==> src/rtl/vector_addsub_sequencer_if.sv <==
// Bundles the operand-accept, adder and result-return signals of the vector
// add/sub sequencer. The slave view belongs to the sequencer. The master view
// belongs to its environment: the issue stage, the shared adder and the consumer.
interface vector_addsub_sequencer_if #(
    parameter int unsigned WIDTH = 18,
    parameter int unsigned LANES = 4
);
    // Operand-accept channel
    logic                     start_valid;
    logic                     start_ready;
    logic                     start_subs;
    logic [LANES*WIDTH-1:0]   start_a;
    logic [LANES*WIDTH-1:0]   start_b;

    // Shared adder, one lane per cycle
    logic [WIDTH-1:0]         au_a;
    logic [WIDTH-1:0]         au_b;
    logic                     au_subs;
    logic [WIDTH-1:0]         au_s;
    logic                     au_cout;
    logic                     au_v;

    // Result channel
    logic                     res_valid;
    logic                     res_ready;
    logic [LANES*WIDTH-1:0]   res_s;
    logic [LANES-1:0]         res_cout;
    logic [LANES-1:0]         res_v;
    logic                     res_any_v;
    logic                     busy;

    modport slave (
        input  start_valid, start_subs, start_a, start_b,
        input  au_s, au_cout, au_v,
        input  res_ready,
        output start_ready,
        output au_a, au_b, au_subs,
        output res_valid, res_s, res_cout, res_v, res_any_v, busy
    );

    modport master (
        output start_valid, start_subs, start_a, start_b,
        output au_s, au_cout, au_v,
        output res_ready,
        input  start_ready,
        input  au_a, au_b, au_subs,
        input  res_valid, res_s, res_cout, res_v, res_any_v, busy
    );
endinterface

==> src/rtl/vector_addsub_sequencer.sv <==
// Time-multiplexes one external adder across all lanes of a vector ADD/SUB.
// The sequencer accepts the whole vector and then presents one lane per cycle
// to the adder. It captures S/Cout/V for each lane and returns the packed result.
module vector_addsub_sequencer #(
    parameter int unsigned WIDTH = 18,
    parameter int unsigned LANES = 4
) (
    input  logic                     clk,
    input  logic                     rst,
    vector_addsub_sequencer_if.slave bus
);
    localparam int unsigned LW = (LANES > 1) ? $clog2(LANES) : 1;
    localparam int unsigned VW = LANES * WIDTH;
    localparam logic [LW-1:0] LAST_LANE = LW'(LANES - 1);

    typedef enum logic [1:0] {
        IDLE = 2'd0,
        RUN  = 2'd1,
        DONE = 2'd2
    } state_t;

    state_t          state_q, state_d;
    logic [LW-1:0]   lane_q, lane_d;
    logic [VW-1:0]   a_q, a_d;
    logic [VW-1:0]   b_q, b_d;
    logic            subs_q, subs_d;
    logic [VW-1:0]   rs_q, rs_d;
    logic [LANES-1:0] rc_q, rc_d;
    logic [LANES-1:0] rv_q, rv_d;
    logic [WIDTH-1:0] au_a_c, au_b_c;
    logic             au_subs_c;

    // State, lane counter, latched operands and result registers
    always_ff @(posedge clk or posedge rst) begin
        if (rst) begin
            state_q <= IDLE;
            lane_q  <= '0;
            a_q     <= '0;
            b_q     <= '0;
            subs_q  <= 1'b0;
            rs_q    <= '0;
            rc_q    <= '0;
            rv_q    <= '0;
        end else begin
            state_q <= state_d;
            lane_q  <= lane_d;
            a_q     <= a_d;
            b_q     <= b_d;
            subs_q  <= subs_d;
            rs_q    <= rs_d;
            rc_q    <= rc_d;
            rv_q    <= rv_d;
        end
    end

    // Next-state, per-lane capture and adder drive
    always_comb begin
        state_d   = state_q;
        lane_d    = lane_q;
        a_d       = a_q;
        b_d       = b_q;
        subs_d    = subs_q;
        rs_d      = rs_q;
        rc_d      = rc_q;
        rv_d      = rv_q;
        au_a_c    = '0;
        au_b_c    = '0;
        au_subs_c = 1'b0;

        case (state_q)
            IDLE: begin
                if (bus.start_valid) begin
                    a_d     = bus.start_a;
                    b_d     = bus.start_b;
                    subs_d  = bus.start_subs;
                    lane_d  = '0;
                    rs_d    = '0;
                    rc_d    = '0;
                    rv_d    = '0;
                    state_d = RUN;
                end
            end
            RUN: begin
                au_a_c    = a_q[lane_q*WIDTH +: WIDTH];
                au_b_c    = b_q[lane_q*WIDTH +: WIDTH];
                au_subs_c = subs_q;
                rs_d[lane_q*WIDTH +: WIDTH] = bus.au_s;
                rc_d[lane_q] = bus.au_cout;
                rv_d[lane_q] = bus.au_v;
                if (lane_q == LAST_LANE) begin
                    lane_d  = '0;
                    state_d = DONE;
                end else begin
                    lane_d  = lane_q + 1'b1;
                end
            end
            DONE: begin
                if (bus.res_ready) begin
                    state_d = IDLE;
                end
            end
            default: state_d = IDLE;
        endcase
    end

    assign bus.start_ready = (state_q == IDLE);
    assign bus.res_valid   = (state_q == DONE);
    assign bus.busy        = (state_q == RUN) || (state_q == DONE);
    assign bus.au_a        = au_a_c;
    assign bus.au_b        = au_b_c;
    assign bus.au_subs     = au_subs_c;
    assign bus.res_s       = rs_q;
    assign bus.res_cout    = rc_q;
    assign bus.res_v       = rv_q;
    assign bus.res_any_v   = |rv_q;
endmodule

==> src/flat_wrapper.sv <==
// flat-port wrapper written by rule: the top's interface ports become plain ports
module vector_addsub_sequencer_flat 
#(
    parameter int unsigned WIDTH = 18,
    parameter int unsigned LANES = 4
)
  (clk, rst, bus_start_valid, bus_start_subs, bus_start_a, bus_start_b, bus_au_s, bus_au_cout, bus_au_v, bus_res_ready, bus_start_ready, bus_au_a, bus_au_b, bus_au_subs, bus_res_valid, bus_res_s, bus_res_cout, bus_res_v, bus_res_any_v, bus_busy);
  vector_addsub_sequencer_if #(.WIDTH(WIDTH), .LANES(LANES)) bus_i ();
  input  logic clk;
  input  logic rst;
  input wire logic [$bits(bus_i.start_valid)-1:0] bus_start_valid;
  input wire logic [$bits(bus_i.start_subs)-1:0] bus_start_subs;
  input wire logic [$bits(bus_i.start_a)-1:0] bus_start_a;
  input wire logic [$bits(bus_i.start_b)-1:0] bus_start_b;
  input wire logic [$bits(bus_i.au_s)-1:0] bus_au_s;
  input wire logic [$bits(bus_i.au_cout)-1:0] bus_au_cout;
  input wire logic [$bits(bus_i.au_v)-1:0] bus_au_v;
  input wire logic [$bits(bus_i.res_ready)-1:0] bus_res_ready;
  output wire logic [$bits(bus_i.start_ready)-1:0] bus_start_ready;
  output wire logic [$bits(bus_i.au_a)-1:0] bus_au_a;
  output wire logic [$bits(bus_i.au_b)-1:0] bus_au_b;
  output wire logic [$bits(bus_i.au_subs)-1:0] bus_au_subs;
  output wire logic [$bits(bus_i.res_valid)-1:0] bus_res_valid;
  output wire logic [$bits(bus_i.res_s)-1:0] bus_res_s;
  output wire logic [$bits(bus_i.res_cout)-1:0] bus_res_cout;
  output wire logic [$bits(bus_i.res_v)-1:0] bus_res_v;
  output wire logic [$bits(bus_i.res_any_v)-1:0] bus_res_any_v;
  output wire logic [$bits(bus_i.busy)-1:0] bus_busy;
  assign bus_i.start_valid = bus_start_valid;
  assign bus_i.start_subs = bus_start_subs;
  assign bus_i.start_a = bus_start_a;
  assign bus_i.start_b = bus_start_b;
  assign bus_i.au_s = bus_au_s;
  assign bus_i.au_cout = bus_au_cout;
  assign bus_i.au_v = bus_au_v;
  assign bus_i.res_ready = bus_res_ready;
  assign bus_start_ready = bus_i.start_ready;
  assign bus_au_a = bus_i.au_a;
  assign bus_au_b = bus_i.au_b;
  assign bus_au_subs = bus_i.au_subs;
  assign bus_res_valid = bus_i.res_valid;
  assign bus_res_s = bus_i.res_s;
  assign bus_res_cout = bus_i.res_cout;
  assign bus_res_v = bus_i.res_v;
  assign bus_res_any_v = bus_i.res_any_v;
  assign bus_busy = bus_i.busy;
  vector_addsub_sequencer #(.WIDTH(WIDTH), .LANES(LANES)) u_core (.clk(clk), .rst(rst), .bus(bus_i));
endmodule
==> config.mk <==
export PLATFORM = sky130hd
export DESIGN_NAME = vector_addsub_sequencer_flat
export DESIGN_NICKNAME = d
export VERILOG_FILES = /design/src/rtl/vector_addsub_sequencer_if.sv /design/src/rtl/vector_addsub_sequencer.sv /design/src/flat_wrapper.sv
export SDC_FILE = /design/constraint.sdc
export NUM_CORES = 1
export LEC_CHECK = 0
export BUFFER_PORTS_ARGS = -buffer_cell sky130_fd_sc_hd__buf_2
export CAP_MARGIN = 10
export CORE_UTILIZATION = 45
export DETAILED_ROUTE_END_ITERATION = 10
export PLACE_DENSITY_LB_ADDON = 0.08
export SKIP_LAST_GASP = 1
export SYNTH_ARGS = -nofsm -noshare
export SYNTH_HDL_FRONTEND = slang
export SYNTH_SLANG_ARGS = --single-unit
==> constraint.sdc <==
create_clock -name clk -period 22 [get_ports clk]
set_input_delay 4.4 -clock clk [delete_from_list [all_inputs] [get_ports clk]]
set_output_delay 4.4 -clock clk [all_outputs]
set_load 0.02 [all_outputs]
==> results.toml, run 1 <==
[run_status]
status = "complete, no violations"

[floorplan]
die_y_um = 160
start_util_pct = 46.0
io_pins = 290
die-area_mm2 = 0.0255
rows = 57
core_area_mm2 = 0.0243
die_w_um = 160

[worst_hold_path]
hold_class = "reg -> reg"
hold_depth = 2
hp-start = "u_core.bus.res_s[54]$_DFFE_PP0P_"

[yosys]
yosysTopAreaCellShare_pct = 51.3
ys_seq_area_share_pct = 51.3
synthesis.nets = 1038
synth_area_mm2 = 0.0112
synth_commonest_cells = "dfrtp_1 (229), mux2_2 (153), nand2_1 (64)"
ys_warn_count = 0
synth_top_cells_by_area = "dfrtp_1 (51%), mux2_2 (15%), mux4_2 (9.1%)"
synth_area_leader_cell = "dfrtp_1"
syn_inst = 859
synth_cell_types = 66
synth_edf_count = 0
yosysMostFrequentCell = "dfrtp_1"
syn_avg_cell_area_um2 = 13.0
yosys_most_used_dff = "dfrtp_1"
async_flop_share_pct = 100
synth.ff_latch_count = 229

[global_route]
grt.total_usage_pct = 24.1
grt_overflow = 0
grt_pass1_vias = 8344
grt_max_degree = 96
antenna_found_initial = 5
grt_pass1_wl_um = 48100

[clocking]
tritoncts = "done"
numCtsBuffers = 26
cts.sinks = 229
clock-root-buffer = "clkbuf_16"
post_cts_resized = 0
clk_pin_slew_ns = 0.06
h-tree-depth = 1
post_cts_buffers = 0
ctsLongestPathBuffers = 3
cts_hold_buf = 0
clkLatencyLatePin_ns = 0.53

[timing]
clock_skew_ns = 0.00588
relSlewSlack_pct = 24.5
rsz0062_at_grt = "false"
fin_crit_ns = 7.33
period_share_pct = 33.3
final_max_slew_viol_count = 0
hold-worst-slack_ns = 0.470
worst_pin_slew_ns = 1.13
setup_violations = 0
timing.fmax_ghz = 0.136
hold_violations = 0
setup_tns_ns = 0

[worst_setup_path]
critPathLaunch = "u_core.lane_q[0]$_DFFE_PP0P_"
r2r_cells = 8
cp.required_ns = 17.60
end_kind = "output port"
crit_type = "reg -> out"
endpoint = "bus_au_a[11]"
crit_path_start_kind = "flip-flop"
timing.rr.end = "u_core.bus.res_s[46]$_DFFE_PP0P_"
rrSetupSlack_ns = 17.57
cp.arrival_ns = 2.93
r2r-start = "u_core.lane_q[0]$_DFFE_PP0P_"
crit_path_max_fanout = 40

[finish]
nFillCells = 2117
drive_above_1_share_pct = 48.7
area_delta_synth_final_pct = 22.9
stdcell_area_mm2 = 0.0137
nNetsFinal = 1305

[power]
vdd.ir_drop.worst_mv = 0.0843
p_clk_share_pct = 20.9
share_comb_of_total_power_pct = 46.9
power.switching_uw = 854
intPower_uw = 1340
power.density_mw_per_mm2 = 159
swShare_pct = 39.0
p_seq_share_pct = 32.3
p_leak_uw = 0.00642

[routing]
first_pass_iters = 7
drt_iter0_drc = 626
wirelength_um = 30100
post-route-drc-count = 0
vias = 8179
ant_nets = 0
wire_per_inst_um = 20.5
viasPerCell = 5.56

[placed_design]
post_dp_cell_area_mm2 = 0.0128
place.detailed.hpwl_um = 20800
place.gp.congestion = 0.876
port_buffers = 289

[job]
max-cap-violations = 0
==> power groups by stage <==
stage	combinational (uW)	sequential (uW)	clock, uW
floorplan	763	694	0
global placement	1010	712	0
detailed placement	1020	716	0
CTS	1030	709	469
global route	1110	731	485
finish	1030	707	457
==> sequential cells by signal, summed over array words and instances, names as in the netlist <==
name / count
u_core.bus.res_s: 72
u_core.state_q: 2
u_core.b_q: 72
u_core.bus.res_v: 4
u_core.subs_q: 1
u_core.lane_q: 2
u_core.a_q: 72
u_core.bus.res_cout: 4
==> routing by layer <==
| metal | up-vias | wire, um | global-route usage [%] |
|---|---|---|---|
| met1 | 4063 | 12900 | 33.2 |
| met3 | 70 | 2460 | 6.47 |
| li1 | 3718 | - | - |
| met4 | 8 | 994 | 8.44 |
| met5 | - | 58 | 0 |
| met2 | 320 | 13700 | 36.9 |
==> per-stage QoR <==
step                      power [uW]  utilization (%)  instances  setup WS [ns]
after CTS                       2200             56.4       1467          14.56
after detailed placement        1740             52.7       1421          15.15
after global placement          1730             52.7       1421          15.17
after floorplan                 1460                -        859          11.32
final                           2190             56.5       1471          14.67
after global routing            2320             56.5       1469          14.46
==> cells by family (layout without fill, tap and decap cells) <==
family | Yosys count | after routing | share of synthesized area (%)
AO/OA/AOI/OAI | 135 | 135 | 8.57
adder cells (fa/ha/maj) | 10 | 10 | 1.12
buffers and inverters | 69 | 354 | 3.06
flip-flops | 229 | 229 | 51.3
multiplexers | 221 | 221 | 26.8
other | 0 | 3 | 0
AND/OR/NAND/NOR | 195 | 195 | 9.22
==> layout make-up <==
class,instances,area [um^2],share of cell area (%)
timing repair buffer,298,1510,11.0
tap,324,405,2.95
multi-input combinational,561,5120,37.3
inverter,10,45.0,0.328
sequential,229,5740,41.8
antenna,3,7.51,0.0547
clock inverter,13,183,1.33
clock buffer,33,727,5.29
==> worst min path at each step <==
stage | end | slack (ns)
floorplan | u_core.subs_q$_DFFE_PP0P_ | 0.47
global placement | u_core.bus.res_s[57]$_DFFE_PP0P_ | 0.46
detailed placement | u_core.bus.res_s[54]$_DFFE_PP0P_ | 0.47
CTS | u_core.bus.res_s[54]$_DFFE_PP0P_ | 0.48
global route | u_core.bus.res_s[57]$_DFFE_PP0P_ | 0.50
finish | u_core.bus.res_s[54]$_DFFE_PP0P_ | 0.47
==> placed cells by master, fill, tap and decap left out, types with 7 or more instances in the layout <==
| cell | n |
|---|---|
| buf_2 | 289 |
| dfrtp_1 | 227 |
| mux2_2 | 153 |
| nand2_1 | 63 |
| mux4_2 | 45 |
| and2_1 | 44 |
| o21ai_0 | 41 |
| clkbuf_16 | 26 |
| nor2_1 | 21 |
| mux2i_1 | 20 |
| a22oi_1 | 15 |
| a22o_1 | 15 |
| nor2b_1 | 12 |
| o221ai_1 | 11 |
| nand4_1 | 9 |
| ha_1 | 9 |
| buf_4 | 9 |
| a21oi_1 | 8 |
| nand2b_1 | 7 |
| nand3_1 | 7 |
==> worst max-delay path, cell delays in order, from the launching register on <==
cell and delay (ns):
dfrtp_4 0.85, buf_4 0.61, mux4_2 0.59, and2_1 0.17, buf_2 0.16
Power figures use the tool's default switching activity.
==> run 2, diff against run 1 <==
==> constraint.sdc (replaced) <==
create_clock -name clk -period 5.9 [get_ports clk]
set_input_delay 1.18 -clock clk [delete_from_list [all_inputs] [get_ports clk]]
set_output_delay 1.18 -clock clk [all_outputs]
set_load 0.02 [all_outputs]
==> results.toml, run 2 (synthesized netlist as in run 1, its figures left out) <==
[timing]
fin_crit_ns = 4.08
clock_skew_ns = 0.0114
hold_violations = 0
relSlewSlack_pct = 29.1
final_max_slew_viol_count = 0
timing.fmax_ghz = 0.245
rsz0062_at_grt = "false"
setup_tns_ns = 0
fin_ws_ns = 1.82
worst_pin_slew_ns = 1.06
setup_violations = 0
period_share_pct = 69.1

[finish]
drive_above_1_share_pct = 48.4
layout_commonest_cell = "buf_2"
area_delta_synth_final_pct = 22.6
final_cell_mix = "buf_2 (289), dfrtp_1 (227), mux2_2 (153), nand2_1 (63), mux4_2 (45)"
nNetsFinal = 1307

[clocking]
clkLatencyLatePin_ns = 0.54
cts.sinks = 229
post_cts_buffers = 0
ctsLongestPathBuffers = 3
h-tree-depth = 1
clock-root-buffer = "clkbuf_16"
cts_hold_buf = 0
numCtsBuffers = 26
post_cts_resized = 0
tritoncts = "done"
clk_pin_slew_ns = 0.06

[worst_setup_path]
slowest_delay_ns = 0.73
cp.required_ns = 4.72
critical_path.slowest_cell = "dfrtp_4"
cpLargestDelayFamily = "buffers and inverters"
crit_type = "reg -> out"
crit_chain = "buf_4 -> mux4_2 -> and2_1 -> buf_2"
end_kind = "output port"
cp.arrival_ns = 2.90
crit_path_start_kind = "flip-flop"
crit_buf_inv = 2
crit_path_max_fanout = 47

[power]
swShare_pct = 39.1
share_comb_of_total_power_pct = 48.1
p_leak_uw = 0.00641
power.density_mw_per_mm2 = 588
p_clk_share_pct = 20.0
power.switching_uw = 3150
intPower_uw = 4910
p_seq_share_pct = 31.9
vdd.ir_drop.worst_mv = 0.311

[routing]
vias = 8123
first_pass_iters = 7
viasPerCell = 5.52
wire_per_inst_um = 20.4
drt_iter0_drc = 547
wirelength_um = 30000
post-route-drc-count = 0
ant_nets = 0

[floorplan]
die-area_mm2 = 0.0255
die_w_um = 160
die_y_um = 160
rows = 57
core_area_mm2 = 0.0243
start_util_pct = 46.0
io_pins = 290

[placed_design]
pre_cts_ws_ns = 2.10
place.gp.congestion = 0.892
port_buffers = 289
place.detailed.hpwl_um = 20900

[run_status]
status = "complete, no violations"

[global_route]
grt.total_usage_pct = 24.1
grt_pass1_vias = 8470
grt_max_degree = 149
grt_pass1_wl_um = 48100
grt_overflow = 0
antenna_found_initial = 2

[worst_hold_path]
hold_class = "reg -> reg"

[job]
max-cap-violations = 0
[run 2: changes by cell type in the layout (fill, tap and decap cells not counted)]
cell / before / now
clkbuf_1: 2 / 6
buf_4: 9 / 10
buf_12: 0 / 1
clkinv_2: 6 / 4
clkbuf_8: 5 / 6
diode_2: 3 / 1
bufinv_16: 4 / 2
inv_8: 1 / 0
[run 2: metrics by stage]
step	total power [uW]	instance area, um^2	instances	hold slack (ns)	utilization [%]
6_report	8060	13700	1471	0.470	56.4
2_1_floorplan	5440	11200	859	0.471	-
5_1_grt	8570	13700	1470	0.497	56.3
4_1_cts	8130	13700	1470	0.477	56.3
3_5_place_dp	6490	12800	1424	0.463	52.8
3_3_place_gp	6440	12800	1424	0.459	52.8
[run 2: path summary, 6_finish.rpt]
path                                                  startpoint                                to  slack [ns]  cells after the start
worst max-delay path                u_core.lane_q[0]$_DFFE_PP0P_                       bus_au_b[8]        1.82                      4
worst min-delay path            u_core.bus.res_s[54]$_DFFE_PP0P_  u_core.bus.res_s[54]$_DFFE_PP0P_        0.47                      2
worst max register to register      u_core.lane_q[0]$_DFFE_PP0P_  u_core.bus.res_s[46]$_DFFE_PP0P_        2.07                      6
worst min register to register  u_core.bus.res_s[54]$_DFFE_PP0P_  u_core.bus.res_s[54]$_DFFE_PP0P_        0.47                      2
max in group asynchronous                                    rst   u_core.bus.res_v[1]$_DFFE_PP0P_        4.16                      3
min in group asynchronous                                    rst        u_core.b_q[28]$_DFFE_PP0P_        0.82                      3
[run 2: area by class of cell]
cell class,instances,area (um^2)
multi-input combinational,561,5120
inverter,10,41.3
tap,324,405
antenna,1,2.50
clock buffer,38,756
sequential,229,5740
clock inverter,8,105
timing repair buffer,300,1540
fill,2111,10600
[run 2: worst reg2reg max path: stages (launching register included)]
cell,delay (ns)
dfrtp_4,0.73
inv_2,0.23
ha_1,0.52
nor2b_1,0.86
nand4_1,0.65
or4b_1,0.67
o211ai_1,0.09
[run 2: power groups by stage]
stage	clock, uW	combinational, uW	sequential, uW
2_1_floorplan	0	2850	2590
3_3_place_gp	0	3850	2590
5_1_grt	1720	4190	2660
3_5_place_dp	0	3890	2600
4_1_cts	1650	3900	2580
6_report	1610	3870	2570
[run 2: layer usage]
metal | share of wire [%] | global-route usage (%) | vias up
met5 | 0.043 | 0 | -
met4 | 3.1 | 8.00 | 2
met3 | 7.9 | 6.05 | 58
met2 | 46 | 37.9 | 303
met1 | 42 | 32.6 | 4041
li1 | - | - | 3719
==> run 3, diff against run 2 <==
==> constraint.sdc (replaced) <==
create_clock -name clk -period 3.3 [get_ports clk]
set_input_delay 0.66 -clock clk [delete_from_list [all_inputs] [get_ports clk]]
set_output_delay 0.66 -clock clk [all_outputs]
set_load 0.02 [all_outputs]
==> results.toml, run 3 (synthesized netlist as in run 1, its figures left out) <==
[run_status]
status = "complete, no violations"

[global_route]
antenna_found_initial = 3
grt_max_degree = 63
grt_pass1_wl_um = 47900
grt_pass1_vias = 8289
grt.total_usage_pct = 24.1
grt_overflow = 0

[worst_setup_path]
r2r-start = "u_core.lane_q[1]$_DFFE_PP0P_"
cpLargestDelayFamily = "buffers and inverters"
r2r_cells = 7
cp.required_ns = 2.64
cp.arrival_ns = 2.45
crit_path_max_fanout = 33
crit_type = "reg -> out"
rrSetupSlack_ns = 0.40
crit_buf_inv = 3
critical_path.slowest_cell = "mux4_2"
crit_path_start_kind = "flip-flop"
end_kind = "output port"
slowest_delay_ns = 0.53
timing.rr.end = "u_core.bus.res_s[36]$_DFFE_PP0P_"
crit_chain = "buf_6 -> buf_8 -> mux4_2 -> and2_1 -> buf_2"

[timing]
setup_tns_ns = 0
rsz0062_at_grt = "false"
hold-worst-slack_ns = 0.204
timing.fmax_ghz = 0.322
worst_pin_slew_ns = 0.865
relSlewSlack_pct = 42.4
fin_crit_ns = 3.11
setup_violations = 0
period_share_pct = 94.2
hold_violations = 0
clock_skew_ns = 0.0117
final_max_slew_viol_count = 0

[clocking]
numCtsBuffers = 26
h-tree-depth = 1
clkLatencyLatePin_ns = 0.55
cts.sinks = 229
ctsLongestPathBuffers = 3
clk_pin_slew_ns = 0.07
tritoncts = "done"
clock-root-buffer = "clkbuf_16"

[routing]
post-route-drc-count = 0
wire_per_inst_um = 20.7
first_pass_iters = 5
viasPerCell = 5.55
wirelength_um = 30800
wl_met1_um = 13100
drt_iter0_drc = 479
dr.max_layer_used = "met5"
met3_length_um = 2410
wl_met2_um = 14300
vias = 8268
ant_nets = 0

[finish]
final_cell_mix = "buf_2 (289), dfrtp_1 (227), mux2_2 (153), nand2_1 (63), mux4_2 (45)"
nNetsFinal = 1326
seq_area_mm2 = 0.00574
area_delta_synth_final_pct = 24.4
fin_cells = 1489
layout_commonest_cell = "buf_2"
drive_above_1_share_pct = 48.9
fin_util_pct = 57.2
nFillCells = 2136
antenna_cells = 0
multi_input_area_mm2 = 0.00512

[placed_design]
port_buffers = 289
place.gp.congestion = 0.881
dp_cells = 1443
place.detailed.hpwl_um = 21900

[floorplan]
die_y_um = 160
die_w_um = 160
io_pins = 290
core_area_mm2 = 0.0243
start_util_pct = 46.0
die-area_mm2 = 0.0255
rows = 57

[worst_hold_path]
hold_class = "in -> async"

[power]
power.density_mw_per_mm2 = 1050
vdd.ir_drop.worst_mv = 0.555
p_leak_uw = 0.00651
finalPower_uw = 14600

[job]
max-cap-violations = 0
[run 3: cell count changes in the layout (fill, tap and decap cells not counted), sizes merged]
| cell | delta |
|---|---|
| buf | +19 |
| clkbuf | +3 |
| clkinv | -2 |
| bufinv | -1 |
| diode | -1 |
[run 3: per-stage QoR]
step,cell area [um^2],worst slack (ns)
3_3_place_gp,13100,0.432
3_5_place_dp,13100,0.430
4_1_cts,13900,0.0287
6_report,13900,0.192
2_1_floorplan,11200,-0.354
5_1_grt,13900,0.0587
[run 3: how the worst max path moves through the flow]
stage	start	to	slack, ns	cells after the start
final	u_core.lane_q[0]$_DFFE_PP0P_	bus_au_b[10]	0.19	5
after global routing	u_core.lane_q[0]$_DFFE_PP0P_	bus_au_b[12]	0.06	5
after CTS	u_core.lane_q[0]$_DFFE_PP0P_	bus_au_b[10]	0.03	5
after detailed placement	u_core.lane_q[0]$_DFFE_PP0P_	bus_au_b[10]	0.43	5
after global placement	u_core.lane_q[0]$_DFFE_PP0P_	bus_au_b[10]	0.43	5
after floorplan	rst	u_core.a_q[0]$_DFFE_PP0P_	-0.35	1
[run 3: report_power, final]
part / internal (uW) / switching (uW)
Combinational: 3230 / 3980
Clock: 1650 / 1160
Sequential: 3960 / 573
[run 3: what timing repair did]
item	CTS	global route
gates cloned	0	0
buffers inserted	0	0
gates resized for setup	2	1
endpoints found under the setup margin	6	6
hold buffers	0	0
[run 3: final cells by class]
class | count | area share, %
multi-input combinational | 561 | 36.8
inverter | 10 | 0.297
clock buffer | 41 | 5.45
timing repair buffer | 319 | 12.7
tap | 324 | 2.92
sequential | 229 | 41.3
clock inverter | 5 | 0.540
[run 3: worst register-to-register path, cell delays in order, from the launching register on]
cell      delay, ns
dfrtp_2        0.35
inv_1          0.10
ha_1           0.65
buf_4          0.29
mux2_2         0.34
a21oi_1        0.62
a21bo_2        0.29
o221ai_1       0.12
[run 3: routing by layer]
metal | GRT usage (%) | vias up
met2 | 38.1 | 317
met1 | 32.6 | 4125
li1 | - | 3752
met5 | 0 | -
met4 | 8.00 | 6
met3 | 6.13 | 68
